--- src/rtl/pc_seq_pkg.sv ---
// pc_seq_pkg: shared constants and helpers for the next-address sequencer.
//   BS_* : branch-select encodings {BS1,BS0}, identical to the MUX C path.
//   ptr_width(depth) : bits needed for a stack pointer counting 0..depth.
package pc_seq_pkg;

  localparam logic [1:0] BS_SEQ  = 2'b00;  // PC+1
  localparam logic [1:0] BS_COND = 2'b01;  // BrA if (ps ^ z), else PC+1
  localparam logic [1:0] BS_REG  = 2'b10;  // register jump RAA
  localparam logic [1:0] BS_JMP  = 2'b11;  // unconditional BrA

  // The pointer must represent "depth" itself (full), hence depth+1 values.
  function automatic int ptr_width(input int depth);
    return $clog2(depth + 1);
  endfunction

endpackage

--- src/rtl/pc_sequencer_if.sv ---
// pc_sequencer_if: control/address bundle of the PC sequencer.
//   master : drives en, bs, ps, z, bra, raa, call, ret; observes pc/status.
//   slave  : the sequencer; receives the controls, drives pc, pc_next,
//            stack_empty, stack_full, stack_err.
// There is no valid/ready handshake: every control is sampled on each rising
// clk edge while en=1, and ignored entirely while en=0.
interface pc_sequencer_if #(
  parameter int AW = 10
);
  logic          en;
  logic [1:0]    bs;
  logic          ps;
  logic          z;
  logic [AW-1:0] bra;
  logic [AW-1:0] raa;
  logic          call;
  logic          ret;
  logic [AW-1:0] pc;
  logic [AW-1:0] pc_next;
  logic          stack_empty;
  logic          stack_full;
  logic          stack_err;

  modport master (
    output en, bs, ps, z, bra, raa, call, ret,
    input  pc, pc_next, stack_empty, stack_full, stack_err
  );

  modport slave (
    input  en, bs, ps, z, bra, raa, call, ret,
    output pc, pc_next, stack_empty, stack_full, stack_err
  );
endinterface

--- src/rtl/ras_stack.sv ---
// ras_stack: LIFO return-address stack.
//   clk, rst_n : clock, async active-low reset (clears pointer only)
//   push, din  : write din at index sp, sp++ (ignored when full)
//   pop        : sp-- (ignored when empty)
//   top        : entry at sp-1 (don't-care when empty)
//   empty/full : sp==0 / sp==DEPTH, decoded from the registered pointer
// push and pop are never asserted together; the parent resolves that case.
module ras_stack
  import pc_seq_pkg::*;
#(
  parameter int AW    = 10,
  parameter int DEPTH = 4
) (
  input  logic          clk,
  input  logic          rst_n,
  input  logic          push,
  input  logic          pop,
  input  logic [AW-1:0] din,
  output logic [AW-1:0] top,
  output logic          empty,
  output logic          full
);

  localparam int SPW = ptr_width(DEPTH);

  logic [AW-1:0]  r_mem [DEPTH];
  logic [SPW-1:0] r_sp;
  logic           w_do_push;
  logic           w_do_pop;

  assign empty     = (r_sp == '0);
  assign full      = (r_sp == SPW'(DEPTH));
  assign w_do_push = push && !full;
  assign w_do_pop  = pop && !empty;

  always_ff @(posedge clk or negedge rst_n) begin
    if (!rst_n) begin
      r_sp <= '0;
    end else if (w_do_push) begin
      r_sp <= r_sp + SPW'(1);
    end else if (w_do_pop) begin
      r_sp <= r_sp - SPW'(1);
    end
  end

  // Contents need no reset: an entry is only read after it was written.
  always_ff @(posedge clk) begin
    if (w_do_push) begin
      for (int i = 0; i < DEPTH; i++) begin
        if (r_sp == SPW'(i)) r_mem[i] <= din;
      end
    end
  end

  // Decoded read avoids indexing with a pointer wider than the array index.
  always_comb begin
    top = '0;
    for (int i = 0; i < DEPTH; i++) begin
      if (r_sp == SPW'(i + 1)) top = r_mem[i];
    end
  end

endmodule

--- src/rtl/pc_sequencer.sv ---
// pc_sequencer: registered next-address sequencer with subroutine support.
//   clk, rst_n : rising-edge clock, async active-low reset
//   bus (slave): en/bs/ps/z/bra/raa/call/ret in; pc, pc_next (combinational
//                next PC, equal to pc while stalled), stack_empty,
//                stack_full, stack_err (sticky until reset) out.
// Selection priority: call&&ret conflict > call > ret > branch select.
module pc_sequencer
  import pc_seq_pkg::*;
#(
  parameter int            AW           = 10,
  parameter int            DEPTH        = 4,
  parameter logic [AW-1:0] RESET_VECTOR = '0
) (
  input  logic               clk,
  input  logic               rst_n,
  pc_sequencer_if.slave      bus
);

  logic [AW-1:0] r_pc;
  logic          r_err;
  logic [AW-1:0] w_inc;
  logic [AW-1:0] w_sel;
  logic          w_push;
  logic          w_pop;
  logic          w_err_set;
  logic [AW-1:0] w_top;
  logic          w_empty;
  logic          w_full;

  assign w_inc = r_pc + AW'(1);  // natural wrap at 2^AW

  always_comb begin
    w_sel     = w_inc;
    w_push    = 1'b0;
    w_pop     = 1'b0;
    w_err_set = 1'b0;
    if (bus.call && bus.ret) begin
      w_err_set = 1'b1;
    end else if (bus.call) begin
      if (!w_full) begin
        w_push = 1'b1;
        w_sel  = bus.bra;
      end else begin
        w_err_set = 1'b1;
      end
    end else if (bus.ret) begin
      if (!w_empty) begin
        w_pop = 1'b1;
        w_sel = w_top;
      end else begin
        w_err_set = 1'b1;
      end
    end else begin
      case (bus.bs)
        BS_SEQ:  w_sel = w_inc;
        BS_COND: w_sel = (bus.ps ^ bus.z) ? bus.bra : w_inc;
        BS_REG:  w_sel = bus.raa;
        BS_JMP:  w_sel = bus.bra;
        default: w_sel = w_inc;  // unknown select falls back to sequential
      endcase
    end
  end

  always_ff @(posedge clk or negedge rst_n) begin
    if (!rst_n) begin
      r_pc  <= RESET_VECTOR;
      r_err <= 1'b0;
    end else if (bus.en) begin
      r_pc <= w_sel;
      if (w_err_set) r_err <= 1'b1;
    end
  end

  // Stack only moves on an enabled edge, so a stall freezes it as well.
  ras_stack #(
    .AW    (AW),
    .DEPTH (DEPTH)
  ) u_ras (
    .clk   (clk),
    .rst_n (rst_n),
    .push  (bus.en && w_push),
    .pop   (bus.en && w_pop),
    .din   (w_inc),
    .top   (w_top),
    .empty (w_empty),
    .full  (w_full)
  );

  assign bus.pc          = r_pc;
  assign bus.pc_next     = bus.en ? w_sel : r_pc;
  assign bus.stack_empty = w_empty;
  assign bus.stack_full  = w_full;
  assign bus.stack_err   = r_err;

endmodule

--- src/flat_wrapper.sv ---
// flat-port wrapper written by rule: the top's interface ports become plain ports
module pc_sequencer_flat import pc_seq_pkg::*;
#(
  parameter int            AW           = 10,
  parameter int            DEPTH        = 4,
  parameter logic [AW-1:0] RESET_VECTOR = '0
)
  (clk, rst_n, bus_en, bus_bs, bus_ps, bus_z, bus_bra, bus_raa, bus_call, bus_ret, bus_pc, bus_pc_next, bus_stack_empty, bus_stack_full, bus_stack_err);
  pc_sequencer_if #(.AW(AW)) bus_i ();
  input  logic clk;
  input  logic rst_n;
  input wire logic [$bits(bus_i.en)-1:0] bus_en;
  input wire logic [$bits(bus_i.bs)-1:0] bus_bs;
  input wire logic [$bits(bus_i.ps)-1:0] bus_ps;
  input wire logic [$bits(bus_i.z)-1:0] bus_z;
  input wire logic [$bits(bus_i.bra)-1:0] bus_bra;
  input wire logic [$bits(bus_i.raa)-1:0] bus_raa;
  input wire logic [$bits(bus_i.call)-1:0] bus_call;
  input wire logic [$bits(bus_i.ret)-1:0] bus_ret;
  output wire logic [$bits(bus_i.pc)-1:0] bus_pc;
  output wire logic [$bits(bus_i.pc_next)-1:0] bus_pc_next;
  output wire logic [$bits(bus_i.stack_empty)-1:0] bus_stack_empty;
  output wire logic [$bits(bus_i.stack_full)-1:0] bus_stack_full;
  output wire logic [$bits(bus_i.stack_err)-1:0] bus_stack_err;
  assign bus_i.en = bus_en;
  assign bus_i.bs = bus_bs;
  assign bus_i.ps = bus_ps;
  assign bus_i.z = bus_z;
  assign bus_i.bra = bus_bra;
  assign bus_i.raa = bus_raa;
  assign bus_i.call = bus_call;
  assign bus_i.ret = bus_ret;
  assign bus_pc = bus_i.pc;
  assign bus_pc_next = bus_i.pc_next;
  assign bus_stack_empty = bus_i.stack_empty;
  assign bus_stack_full = bus_i.stack_full;
  assign bus_stack_err = bus_i.stack_err;
  pc_sequencer #(.AW(AW), .DEPTH(DEPTH), .RESET_VECTOR(RESET_VECTOR)) u_core (.clk(clk), .rst_n(rst_n), .bus(bus_i));
endmodule
--- config.mk ---
export PLATFORM = sky130hd
export DESIGN_NAME = pc_sequencer_flat
export DESIGN_NICKNAME = d
export VERILOG_FILES = /design/src/rtl/pc_seq_pkg.sv /design/src/rtl/pc_sequencer_if.sv /design/src/rtl/ras_stack.sv /design/src/rtl/pc_sequencer.sv /design/src/flat_wrapper.sv
export SDC_FILE = /design/constraint.sdc
export NUM_CORES = 1
export LEC_CHECK = 0
export BUFFER_PORTS_ARGS = -buffer_cell sky130_fd_sc_hd__buf_2
export CAP_MARGIN = 40
export CORE_MARGIN = 4
export CORE_UTILIZATION = 25
export CTS_CLUSTER_SIZE = 20
export DETAILED_ROUTE_END_ITERATION = 16
export SYNTH_ARGS = -nofsm -noshare
export SYNTH_HDL_FRONTEND = slang
export SYNTH_SLANG_ARGS = --single-unit
--- constraint.sdc ---
create_clock -name clk -period 4.9 [get_ports clk]
set_clock_uncertainty 0.2 [all_clocks]
set_input_delay 0.245 -clock clk [delete_from_list [all_inputs] [get_ports clk]]
set_output_delay 0.245 -clock clk [all_outputs]
set_load 0.05 [all_outputs]
==> results of run 1 <==
cells by family (layout without fill, tap and decap cells):
kind of cell	after synthesis	after routing	share of synthesized area, %
flops	54	54	49.6
buf+inv	33	77	5.08
mux	11	11	3.76
simple gates	105	105	16.1
xor+xnor	9	9	2.76
compound gates	89	89	19.9
fa+ha+maj	7	7	2.80
flip-flops by register name (all words and copies together), names as in the netlist:
register,flops
u_core.u_ras.r_mem,40
u_core.u_ras.r_sp,3
u_core.bus.pc,10
u_core.bus.stack_err,1
worst register-to-register path, stage by stage (launching register included):
cell and delay (ps):
dfrtp_1 390, inv_1 110, ha_1 400, a21o_1 430
or2_1 380, nor2_1 650
placed cells by master (no fill, tap or decap), types with 2 or more instances in the layout:
cell,netlist,routed
nand2_1,58,58
buf_2,3,51
edfxtp_1,40,40
o21ai_0,19,19
a21oi_1,15,15
dfrtp_1,14,14
inv_1,12,12
nor2_1,11,11
a31oi_1,9,9
nand3_1,8,8
ha_1,7,7
mux2_2,6,6
xnor2_1,5,5
nor2b_1,5,5
o211ai_1,5,5
a221o_1,5,5
mux2i_1,5,5
clkbuf_16,0,5
o221ai_1,4,4
o22ai_1,4,4
a221oi_1,4,4
xor2_1,3,3
nand3b_1,3,3
a32o_1,3,3
nand4_1,2,2
or3_1,2,2
and2_4,2,2
inv_2,2,2
a21o_1,2,2
nor2_2,2,2
a211oi_1,2,2
a22o_1,2,2
o221a_2,2,2
nor3b_1,2,2
inv_6,0,2
buf_4,3,2
final cells by class:
class / instances / area share [%]
timing repair buffer: 54 / 7.64
clock buffer: 5 / 3.41
multi-input combinational: 221 / 38.7
tap: 168 / 5.73
inverter: 15 / 1.54
sequential: 54 / 42.3
clock inverter: 3 / 0.716
metal layers:
metal	GRT usage [%]	up-vias	wire length [µm]	part of all wire [%]
li1	-	1233	-	-
met1	17.3	1294	4040	47
met2	18.7	74	4100	48
met3	2.31	11	376	4.4
met4	2.86	0	88	1.0
met5	0	-	0	0
worst max-delay path by stage:
stage                           to  slack (ps)
floorplan           bus_pc_next[4]        1910
global placement    bus_pc_next[4]        1990
detailed placement  bus_pc_next[5]        1870
CTS                 bus_pc_next[4]        1540
global route        bus_pc_next[5]        1300
finish              bus_pc_next[4]        1520
cell usage after synthesis, types with 2 or more instances:
master,n
nor3b_1,2
buf_6,2
xor2_1,3
a31oi_1,9
nand2_1,58
nand4_1,2
inv_1,12
a21oi_1,15
a211oi_1,2
o221ai_1,4
nand3b_1,3
o211ai_1,5
buf_4,3
or3_1,2
a32o_1,3
a221oi_1,4
nand3_1,8
nor2_1,11
xnor2_1,5
o221a_2,2
a22o_1,2
inv_2,2
o22ai_1,4
clkbuf_1,8
mux2_2,6
edfxtp_1,40
dfrtp_1,14
o21ai_0,19
buf_2,3
ha_1,7
nor2_2,2
and2_4,2
a21o_1,2
mux2i_1,5
nor2b_1,5
a221o_1,5
through the flow:
step	utilization, %	total power [mW]
detailed placement	28.9	1.66
finish	30.3	2.02
global route	30.3	2.14
floorplan	-	1.40
CTS	30.3	2.03
global placement	28.9	1.65
power by group through the flow:
| stage | sequential [mW] | clock, mW | combinational (mW) |
|---|---|---|---|
| 2_1_floorplan | 0.756 | 0 | 0.646 |
| 3_5_place_dp | 0.691 | 0 | 0.964 |
| 3_3_place_gp | 0.689 | 0 | 0.960 |
| 5_1_grt | 0.693 | 0.398 | 1.05 |
| 4_1_cts | 0.681 | 0.377 | 0.970 |
| 6_report | 0.683 | 0.373 | 0.966 |
what timing repair did:
item | in CTS | in global routing
endpoints found under the hold margin | 14 | 0
setup endpoints to repair | 0 | 0
hold buffers | 1 | 0
==> PnR_summary.wiki, run 1 <==
{| class="wikitable"
! Metric !! Value
|-
| Outcome || complete, no violations
|-
| Endpoint type of the worst setup path || output pin
|-
| Die Area || 14,400 µm²
|-
| Category of the most critical setup path || reg -> out
|-
| Setup violators final || 0
|-
| Beginning of the worst hold path || bus_en
|-
| Share of the clock period used by the worst path || 69.1%
|-
| Total I/O pin count || 52
|-
| Post-synthesis instance area || 3130 µm²
|-
| Total Neg Setup Slack || 0 ps
|-
| WHS Path Cells || 2
|-
| Core area || 12,100 µm²
|-
| Part of the power in combinational logic || 47.8%
|-
| Netlist cell types || 63
|-
| Deepest level of the CTS H-tree || 2
|-
| Number of post-CTS setup repair buffers || 0
|-
| Number of diodes added for antenna fixing || 0
|-
| Pre-CTS setup slack || 1870 ps
|-
| Instance count on the critical path || 7
|-
| Sequential power share || 33.8%
|-
| Buf+Inv Stages, Crit Path || 2
|-
| Worst path required time || 4450 ps
|-
| Leakage dissipation || 1.41 nW
|-
| Smallest hold slack || 154 ps
|-
| Total routing resource utilization after global routing || 12.0%
|-
| Number of standard cells in the final layout excluding fillers || 520
|-
| Clock-pin slew of the registers on the worst-case setup and hold paths || 80 ps
|-
| FILL cells || 1,310
|-
| Syn Inst Count || 308
|-
| Seq. cell area || 1550 µm²
|-
| Min setup slack post-route || 1520 ps
|-
| Bufs on Longest Clock Path || 2
|-
| Power density cells || 551 nW/µm²
|-
| Fraction of the yosys area taken by sequential cells || 49.6%
|-
| Worst Hold Endpoint || u_core.bus.stack_err
|-
| First drt pass iteration count || 5
|-
| DR DRC count || 0
|-
| Via count of the first global-routing pass || 2,589
|-
| Global-route wire length before repair || 13,800 µm
|-
| Max-Cap Viols || 0
|-
| Net count of the mapped netlist || 344
|-
| Number of antenna-violating nets in the routed design || 0
|-
| DR iter-0 viols || 193
|-
| Final wirelength || 8610 µm
|-
| Mean instance size in the synthesized netlist || 10.2 µm²
|-
| Antenna violations before repair || 0
|-
| Cell with the largest stage delay on the worst path || dfrtp_1
|-
| Clk_lat worst skew || 300 ps
|-
| Internal power component || 1.08 mW
|-
| TritonCTS Buffers || 5
|-
| Final #Nets || 387
|-
| Top flip-flop cell by instance count after synthesis || edfxtp_1
|-
| Vias || 2,612
|-
| DR vias/cell || 5.02
|-
| Std cell rows || 40
|-
| Cell area after layout || 3670 µm²
|-
| Top-area cell type share of the netlist area || 38.4%
|-
| Number of cells in the design after placement || 511
|-
| Category of the worst setup path launch point || flip-flop
|-
| Relative contribution of the clock network to total power || 18.4%
|-
| Headroom to the max-slew limit || 45.6%
|-
| VDD IR-drop max || 0.195 mV
|-
| Number of enable-type register cells in the synthesized netlist || 40
|-
| Maximum fanout along the worst path || 17
|-
| Sum of overflow across all layers after global routing || 0
|-
| Stage delay of the slowest cell on the critical path || 730 ps
|-
| Routed length per instance || 16.6 µm
|-
| Half-perimeter wire length of the detailed placement result || 6360 µm
|-
| RSZ-0062 raised after global routing || false
|-
| Reg-to-reg startpoint || u_core.u_ras.r_sp[0]
|-
| Worst hold path class || in -> reg
|-
| Final Hold Fails || 0
|-
| Switching portion of total power || 46.8%
|-
| Capture instance of the worst register-to-register path || u_core.u_ras.r_mem[0][3]
|-
| Overall die width || 120 µm
|-
| Clock Sinks || 54
|-
| Worst setup slack for register-to-register paths || 1970 ps
|-
| Total of warnings raised by yosys || 0
|-
| Pin count of the biggest net entering global routing || 26
|-
| Post-cts sizing count || 0
|-
| Die height || 120 µm
|-
| Family of cells with the greatest summed delay on the critical path || flip-flops
|-
| Clk root buf || clkbuf_16
|-
| Main area contributors after synthesis || edfxtp_1 38%, dfrtp_1 11%, nand2_1 7.0%
|-
| Slew Viols, Final || 0
|-
| Share of synthesized registers carrying an async set or reset || 25.9%
|-
| Synthesized flop and latch total || 54
|-
| Number of I/O port buffers || 51
|-
| Worst setup path startpoint || u_core.u_ras.r_sp[2]
|-
| Slew @ Worst Pin || 813 ps
|-
| Placed standard-cell area || 3510 µm²
|-
| Number of cell instances on the worst register-to-register path || 5
|-
| Area of the multi-input gates || 1420 µm²
|-
| Initial core utilization || 25.8%
|-
| Series of cell instances along the critical path || inv_2 -> ha_1 -> nor2_1 -> a221o_1 -> nand3_1 -> a31oi_1 -> buf_2
|-
| Share of cells above drive strength 1 || 24.4%
|-
| Maximum clock frequency || 296 MHz
|-
| Net switching power figure || 0.945 mW
|-
| Crit path arrival time || 2940 ps
|-
| Layout overhead on the synthesized area || 17.2%
|-
| Synth area leader || edfxtp_1
|-
| CTS tree || done
|-
| RD Place Congestion || 0.882
|-
| Final critical-path required period || 3380 ps
|}
No activity file was read; power rests on OpenSTA's default activity.
==> run 2, diff against run 1 <==
- ABC_AREA: default -> 1
- clock period: 4.9 -> 3.3 ns (I/O delays scaled with it)
==> PnR_summary.wiki, run 2 <==
{| class="wikitable"
! Metric !! Value
|-
| Netlist cell types || 32
|-
| Category of the worst setup path launch point || flip-flop
|-
| Clock-pin slew of the registers on the worst-case setup and hold paths || 70 ps
|-
| Category of the most critical setup path || reg -> out
|-
| Total met3 wirelength after detailed routing || 398 µm
|-
| First drt pass iteration count || 5
|-
| Clk root buf || clkbuf_16
|-
| Mean instance size in the synthesized netlist || 8.40 µm²
|-
| RD Place Congestion || 0.817
|-
| Die height || 120 µm
|-
| Via count of the first global-routing pass || 2,579
|-
| Synthesized flop and latch total || 54
|-
| RSZ-0062 raised after global routing || false
|-
| Number of post-CTS setup repair buffers || 0
|-
| Syn Inst Count || 376
|-
| DR DRC count || 0
|-
| Antenna violations before repair || 0
|-
| Cell with the largest stage delay on the worst path || dfrtp_1
|-
| Fraction of the yosys area taken by sequential cells || 49.1%
|-
| Number of antenna-violating nets in the routed design || 0
|-
| Endpoint type of the worst setup path || output pin
|-
| Total Neg Setup Slack || 0 ps
|-
| Total of warnings raised by yosys || 0
|-
| Half-perimeter wire length of the detailed placement result || 6350 µm
|-
| Final #Nets || 464
|-
| Routed length per instance || 13.5 µm
|-
| Detailed-routing wirelength on met1 || 3700 µm
|-
| Pin count of the biggest net entering global routing || 18
|-
| Bufs on Longest Clock Path || 2
|-
| Layout overhead on the synthesized area || 19.1%
|-
| List of most frequent post-synthesis cells || 117 x nand2_1, 41 x nand3_1, 40 x edfxtp_1
|-
| Count leader, synth || nand2_1
|-
| Commonest non-fill, non-tap cell in the layout || nand2_1
|-
| Global-route wire length before repair || 13,000 µm
|-
| Max-Cap Viols || 0
|-
| Share of cells above drive strength 1 || 21.0%
|-
| Initial core utilization || 25.9%
|-
| Maximum clock frequency || 344 MHz
|-
| Final critical-path required period || 2910 ps
|-
| Main area contributors after synthesis || edfxtp_1 38%, nand2_1 14%, dfrtp_1 11%
|-
| Die Area || 14,500 µm²
|-
| Largest Register || u_core.u_ras.r_mem
|-
| VDD IR-drop max || 0.425 mV
|-
| Stage delay of the slowest cell on the critical path || 430 ps
|-
| Pre-CTS setup slack || 626 ps
|-
| Top-area cell type share of the netlist area || 38.0%
|-
| Power density cells || 708 nW/µm²
|-
| Leakage dissipation || 1.66 nW
|-
| Series of cell instances along the critical path || inv_1 -> ha_1 -> nand2_2 -> nand2_1 -> o21ai_1 -> inv_1 -> a21oi_1 -> a21oi_1 -> buf_2
|-
| Seq. cell area || 1550 µm²
|-
| Number of flip-flops under the largest register name || 40
|-
| Sum of overflow across all layers after global routing || 0
|-
| Final wirelength || 8060 µm
|-
| Number of enable-type register cells in the synthesized netlist || 40
|-
| Headroom to the max-slew limit || 61.8%
|-
| Count of hold buffers inserted by post-cts repair || 1
|-
| Core area || 12,200 µm²
|-
| FILL cells || 1,294
|-
| Slew @ Worst Pin || 571 ps
|-
| Clk_lat worst skew || 290 ps
|-
| Post-synthesis instance area || 3160 µm²
|-
| Commonest non-fill, non-tap cells in the layout || 117 x nand2_1, 51 x buf_2, 41 x nand3_1
|-
| Maximum fanout along the worst path || 13
|-
| Number of I/O port buffers || 51
|-
| Min setup slack post-route || 390 ps
|-
| Worst path required time || 2930 ps
|-
| Post-cts sizing count || 0
|-
| Outcome || complete, no violations
|-
| Slew Viols, Final || 0
|-
| DR vias/cell || 4.54
|-
| Vias || 2,709
|-
| Crit path arrival time || 2540 ps
|-
| CTS tree || done
|-
| Clock Sinks || 54
|-
| Worst hold path class || in -> reg
|-
| Highest routing layer actually used || met4
|-
| Net count of the mapped netlist || 412
|-
| Share of the clock period used by the worst path || 88.2%
|-
| Synth area leader || edfxtp_1
|-
| Share of synthesized registers carrying an async set or reset || 25.9%
|-
| Number of diodes added for antenna fixing || 0
|-
| Overall die width || 120 µm
|-
| DR iter-0 viols || 145
|-
| Std cell rows || 40
|-
| Setup violators final || 0
|-
| Top flip-flop cell by instance count after synthesis || edfxtp_1
|-
| Total I/O pin count || 52
|-
| TritonCTS Buffers || 5
|-
| Area of the multi-input gates || 1410 µm²
|-
| Final Hold Fails || 0
|-
| Total routing resource utilization after global routing || 11.1%
|-
| Deepest level of the CTS H-tree || 2
|-
| Total length of routed met2 wires || 3790 µm
|-
| Final core utilization || 30.8%
|}
[run 2: area by class of cell]
| class | instances | area share, % |
|---|---|---|
| sequential | 54 | 41.2 |
| multi-input combinational | 275 | 37.5 |
| timing repair buffer | 57 | 8.05 |
| tap | 168 | 5.59 |
| clock buffer | 6 | 3.69 |
| inverter | 35 | 3.49 |
| clock inverter | 2 | 0.432 |
[run 2: worst max-delay path: cells and delay by family, from the launching register on]
kind | cells | cell delay (ps)
buffers and inverters | 3 | 520
adders and majority gates | 1 | 260
DFF | 1 | 430
AOI/OAI and AO/OA | 3 | 470
and+or+nand+nor | 2 | 580
[run 2: cells by family (layout without fill, tap and decap cells)]
family	after synthesis	in the layout	share of synthesized area, %
and+or+nand+nor	217	217	30.4
DFF	54	54	49.1
buffers and inverters	47	100	6.18
AOI/OAI and AO/OA	43	43	8.20
xor gates and xnor gates	8	8	3.29
adders and majority gates	7	7	2.77
[run 2: per-layer routing]
layer	track usage [%]	vias up
li1	-	1351
met1	15.0	1241
met2	18.2	102
met3	1.50	15
met4	3.54	0
met5	0	-
[run 2: worst paths after layout]
kind,start,endpoint,slack (ps),cells past startpoint
max reg2reg,u_core.u_ras.r_sp[0],u_core.u_ras.r_mem[1][9],590,8
max in group asynchronous,rst_n,u_core.u_ras.r_sp[2],2520,2
min reg2reg,u_core.bus.stack_err,u_core.bus.stack_err,290,1
max,u_core.u_ras.r_sp[0],bus_pc_next[5],390,9
min in group asynchronous,rst_n,u_core.bus.pc[4],110,2
min,bus_en,u_core.bus.pc[5],10,3
[run 2: through the flow]
| step | total power, mW | hold slack [ps] | area [µm²] | std cells |
|---|---|---|---|---|
| finish | 2.66 | 12.9 | 3760 | 597 |
| global route | 2.83 | 57.7 | 3760 | 597 |
| CTS | 2.68 | 1.46 | 3760 | 597 |
| detailed placement | 2.14 | -104 | 3600 | 588 |
| global placement | 2.12 | -112 | 3600 | 588 |
| floorplan | 1.83 | -331 | 3160 | 376 |
[run 2: where the power goes]
| part | switching (mW) | internal, mW | leakage, nW | total (mW) |
|---|---|---|---|---|
| combinational | 0.872 | 0.309 | 1.06 | 1.18 |
| sequential | 0.0955 | 0.848 | 0.526 | 0.944 |
| clock | 0.233 | 0.305 | 0.0735 | 0.537 |
| total | 1.20 | 1.46 | 1.66 | 2.66 |
